### src/rtl/seq_detector_multi.sv
// Serial multi-pattern Mealy sequence detector with maskable, runtime-programmable
// patterns, overlap control, input qualification and a saturating match counter.
module seq_detector_multi #(
  parameter int PAT_W   = 4,
  parameter int NUM_PAT = 2,
  parameter int CNT_W   = 8,
  parameter logic [NUM_PAT*PAT_W-1:0] PAT_INIT = {4'b1110, 4'b1101},
  localparam int IDX_W  = (NUM_PAT > 1) ? $clog2(NUM_PAT) : 1,
  localparam int FILL_W = $clog2(PAT_W)
) (
  input  logic               clk,
  input  logic               reset,
  input  logic               x,
  input  logic               x_valid,
  input  logic               overlap_en,
  input  logic               cfg_we,
  input  logic [IDX_W-1:0]   cfg_idx,
  input  logic [PAT_W-1:0]   cfg_pat,
  input  logic [PAT_W-1:0]   cfg_mask,
  input  logic               cnt_clr,
  output logic               y,
  output logic [NUM_PAT-1:0] match_vec,
  output logic [IDX_W-1:0]   match_id,
  output logic               y_q,
  output logic [CNT_W-1:0]   match_cnt
);

  logic [PAT_W-1:0]  r_hist;
  logic [FILL_W-1:0] r_fill;
  logic [PAT_W-1:0]  r_pat  [NUM_PAT];
  logic [PAT_W-1:0]  r_mask [NUM_PAT];
  logic              r_y_q;
  logic [CNT_W-1:0]  r_cnt;

  logic [PAT_W-1:0]   w_cand;
  logic               w_full;
  logic [NUM_PAT-1:0] w_match_vec;
  logic [IDX_W-1:0]   w_match_id;
  logic               w_y;

  assign w_cand = {r_hist[PAT_W-2:0], x};
  assign w_full = (r_fill == FILL_W'(PAT_W - 1));

  // NOTE: every variable written in always_comb gets a default first, so no path
  // leaves it unassigned and no latch is inferred.
  always_comb begin
    w_match_vec = '0;
    w_match_id  = '0;
    for (int i = 0; i < NUM_PAT; i++) begin
      w_match_vec[i] = !reset && x_valid && w_full &&
                       (((w_cand ^ r_pat[i]) & r_mask[i]) == '0);
    end
    // Walk downward so the lowest matching index is the one left standing.
    for (int i = NUM_PAT - 1; i >= 0; i--) begin
      if (w_match_vec[i]) w_match_id = IDX_W'(i);
    end
  end

  assign w_y = |w_match_vec;

  // NOTE: sequential state uses non-blocking assignments only, so every register
  // samples the pre-edge values regardless of statement order.
  always_ff @(posedge clk) begin
    if (reset) begin
      r_hist <= '0;
      r_fill <= '0;
      // NOTE: the pattern/mask table is a handful of config flops, not a RAM,
      // so resetting it to known defaults costs nothing and is required.
      for (int i = 0; i < NUM_PAT; i++) begin
        r_pat[i]  <= PAT_INIT[i*PAT_W +: PAT_W];
        r_mask[i] <= '1;
      end
      r_y_q <= 1'b0;
      r_cnt <= '0;
    end else begin
      if (cfg_we && (int'(cfg_idx) < NUM_PAT)) begin
        r_pat[cfg_idx]  <= cfg_pat;
        r_mask[cfg_idx] <= cfg_mask;
        r_hist          <= '0;
        r_fill          <= '0;
      end else if (x_valid) begin
        if (w_y && !overlap_en) begin
          r_hist <= '0;
          r_fill <= '0;
        end else begin
          r_hist <= w_cand;
          if (!w_full) r_fill <= r_fill + 1'b1;
        end
      end

      r_y_q <= w_y;

      // Clear wins over increment, but a match in the clear cycle still counts.
      if (cnt_clr)                 r_cnt <= CNT_W'(w_y);
      else if (w_y && r_cnt != '1) r_cnt <= r_cnt + 1'b1;
    end
  end

  assign y         = w_y;
  assign match_vec = w_match_vec;
  assign match_id  = w_match_id;
  assign y_q       = r_y_q;
  assign match_cnt = r_cnt;

endmodule

### config.mk
export PLATFORM = sky130hd
export DESIGN_NAME = seq_detector_multi
export DESIGN_NICKNAME = d
export VERILOG_FILES = /design/src/rtl/seq_detector_multi.sv
export SDC_FILE = /design/constraint.sdc
export NUM_CORES = 1
export LEC_CHECK = 0
export ABC_AREA = 1
export CAP_MARGIN = 15
export CORE_MARGIN = 3
export CORE_UTILIZATION = 35
export DETAILED_ROUTE_END_ITERATION = 7
export MAX_ROUTING_LAYER = met4
export SLEW_MARGIN = 15
export SYNTH_ARGS = -nofsm -noshare
export SYNTH_HDL_FRONTEND = slang
export SYNTH_SLANG_ARGS = --single-unit
### constraint.sdc
create_clock -name clk -period 1.28 [get_ports clk]
set_input_delay 0.256 -clock clk [delete_from_list [all_inputs] [get_ports clk]]
set_output_delay 0.256 -clock clk [all_outputs]
set_load 0.005 [all_outputs]
==> flow_metrics.py <==
metrics = {
    "global_route": {
        "use_met2": 0.237,
        "overflow": 0,
        "grt_pass1_vias": 1307,
        "grt_usage": 0.153,
        "use_met1": 0.192,
        "top_usage_layer": "met2",
        "grt_max_degree": 10,
        "use_met3": 0.0393,
        "antenna_found_initial": 0,
        "grt_pass1_wl_mm": 5.86,
    },
    "worst_setup_path": {
        "worstPathArrival_ps": 1440,
        "startpoint_type": "register",
        "slowest_delay_ps": 350,
        "r2r_slack_ps": -350,
        "cp.required_ps": 1020,
        "cp_max_fo": 3,
        "end_kind": "output pin",
        "r2r_cells": 13,
        "path_class": "register to output pin",
        "cp_slowest_cell": "dfxtp_2",
        "crit_chain": "ha_4, nand2_4, nor2_4, nand2_2, nor2_2, nand2_2, buf_4, nand2_4, buf_6",
    },
    "clocking": {
        "path_clk_slew_ps": 60,
        "htree_levels": 2,
        "clock_latency_ps": 280,
        "cts_hold_buf": 0,
        "cts_tree": "yes",
        "numCtsBuffers": 5,
        "clockRootBuffer": "clkbuf_8",
        "clk_path_buf_depth": 2,
        "cts.sinks": 30,
    },
    "synthesis": {
        "async_reset_ff_frac": 0,
        "yosys.area.top_type": "edfxtp_1",
        "synth_common_cells": "nand2_1 (57), inv_1 (26), nor2_1 (23)",
        "netlist_area_um2": 1500,
        "synth_cells": 191,
        "yosysMostFrequentCell": "nand2_1",
        "ys_warn_count": 0,
        "synthFlopType": "edfxtp_1",
        "synthTopCellsByArea": "edfxtp_1 (32%), dfxtp_1 (19%), nand2_1 (14%), inv_1 (6.5%), nor2_1 (5.8%)",
        "ys_types": 21,
        "syn_nets": 209,
        "ys_seq_elements": 30,
        "syn_avg_cell_area_um2": 7.85,
        "synth_edf_count": 16,
        "synth_seq_area_share": 0.507,
        "synth_top_area_share": 0.320,
    },
    "sta": {
        "setup_viol": 17,
        "fin_tns_setup_ps": -5600,
        "finalHoldViolations": 0,
        "fmax_mhz": 589,
        "rsz0062_at_grt": "yes",
        "fin_worst_skew_ps": 5.26,
        "tightestPinTransition_ps": 255,
        "min_period_ps": 1700,
        "timing.slew.headroom": 0.829,
        "setup_slack_ps": -418,
        "min_period_over_period": 1.33,
        "whs_ps": 516,
        "final-max-slew-violation-count": 0,
    },
    "cells_and_area": {
        "fin_util": 0.580,
        "final_nets": 282,
        "diodes": 0,
        "drive_above_1_share": 0.379,
        "fillerInstances": 368,
        "syn2layout_area_growth_pct": 57.0,
        "fin_cells": 314,
    },
    "status": {
        "violations": "setup timing",
        "outcome": "complete, but fails checks",
    },
    "placed_design": {
        "dp_hpwl_mm": 2.54,
        "port_buffers": 28,
        "place.gp.congestion": 0.770,
        "post-place-cells": 297,
    },
    "route": {
        "firstDrtPassIters": 4,
        "vias": 1387,
        "drt_iter0_markers": 59,
        "drc": 0,
        "wl_per_cell_um": 10.8,
        "via_per_inst": 4.42,
        "wl_mm": 3.41,
        "antenna_left": 0,
    },
    "power_and_ir_drop": {
        "peakVddDrop_v": 0.000577,
        "leakagePower_nw": 1.08,
        "power_density_nw_per_um2": 850,
    },
    "worst_hold_path": {
        "worstHoldPathType": "register to register",
        "holdPathStages": 2,
    },
    "floorplanning": {
        "core-area_um2": 4060,
        "core.rowCount": 23,
        "dieArea_um2": 5110,
        "ioPinCount": 29,
        "dieWidth_um": 71.5,
        "die_h_um": 71.5,
        "start_util": 0.370,
    },
    "flow_run": {
        "cap_viol_max_count": 0,
    },
}
-- placed cells by master, fill, tap and decap left out, drive strengths merged --
cell and n:
clkdlybuf4s15 2, nand2 65, dlygate4sd2 10, nor3 3
ha 2, xor2 4, clkinv 3, clkdlybuf4s50 12
nand3 11, nor2 25, clkbuf 5, edfxtp 16
or2 1, dfxtp 14, o21ai 6, a21oi 11
inv 32, buf 42
-- metal layers --
layer  wire [µm]  share of wire  vias up
met5           0              0        -
met4          53          0.016        0
met3         104          0.031        5
met2        1710           0.50       20
met1        1540           0.45      621
li1            -              -      741
-- logic make-up (layout without fill, tap and decap cells) --
family,Yosys count,in the layout,share of synthesized area
and+or+nand+nor,104,105,0.305
AOI/OAI and AO/OA,17,17,0.0592
adders and majority gates,2,2,0.0167
buffers and inverters,34,106,0.0884
DFF,30,30,0.507
xor gates and xnor gates,4,4,0.0234
-- worst paths after layout --
path | from | to
min reg2reg | r_fill[1] | r_fill[1]
min | r_fill[1] | r_fill[1]
max reg2reg | r_fill[1] | r_hist[1]
max | r_fill[1] | y
-- where the power goes --
group          switching [W]  leakage (nW)  internal [W]
logic               0.000110         0.763      0.000107
registers          0.0000205         0.275       0.00106
clock network       0.000338        0.0438      0.000364
-- through the flow --
step                      setup WS [ps]  cell area (µm²)  power (W)
after floorplan                   -84.2             1540    0.00119
after global placement             -831             2090    0.00130
after detailed placement           -816             2090    0.00131
after CTS                          -449             2280    0.00202
after global routing               -503             2350    0.00209
final                              -418             2350    0.00200
-- cell type report --
class	instances	area (µm²)	share of cell area
timing repair buffer	66	566	0.240
clock buffer	5	68.8	0.0292
inverter	33	129	0.0547
multi-input combinational	128	747	0.317
sequential	30	772	0.328
tap	50	62.6	0.0266
clock inverter	2	10.0	0.00425
-- worst max-delay path, delay by kind of cell, from the launching register on --
kind | cells | cell delay, ps
buffers and inverters | 2 | 240
and+or+nand+nor | 6 | 420
DFF | 1 | 350
adders and majority gates | 1 | 150
-- state kept, by name (all words and copies together) (netlist names) --
register   flops
r_fill         2
r_pat          8
y_q            1
r_mask         8
match_cnt      8
r_hist         3
-- timing repair --
action                                  4_1_cts  5_1_grt
setup buffers                                 6        3
resized for setup                            50       17
pin swaps                                     9        5
cloned                                        1        0
endpoints found under the setup margin       56       35
Note: power is estimated with default switching activity, not from simulation.
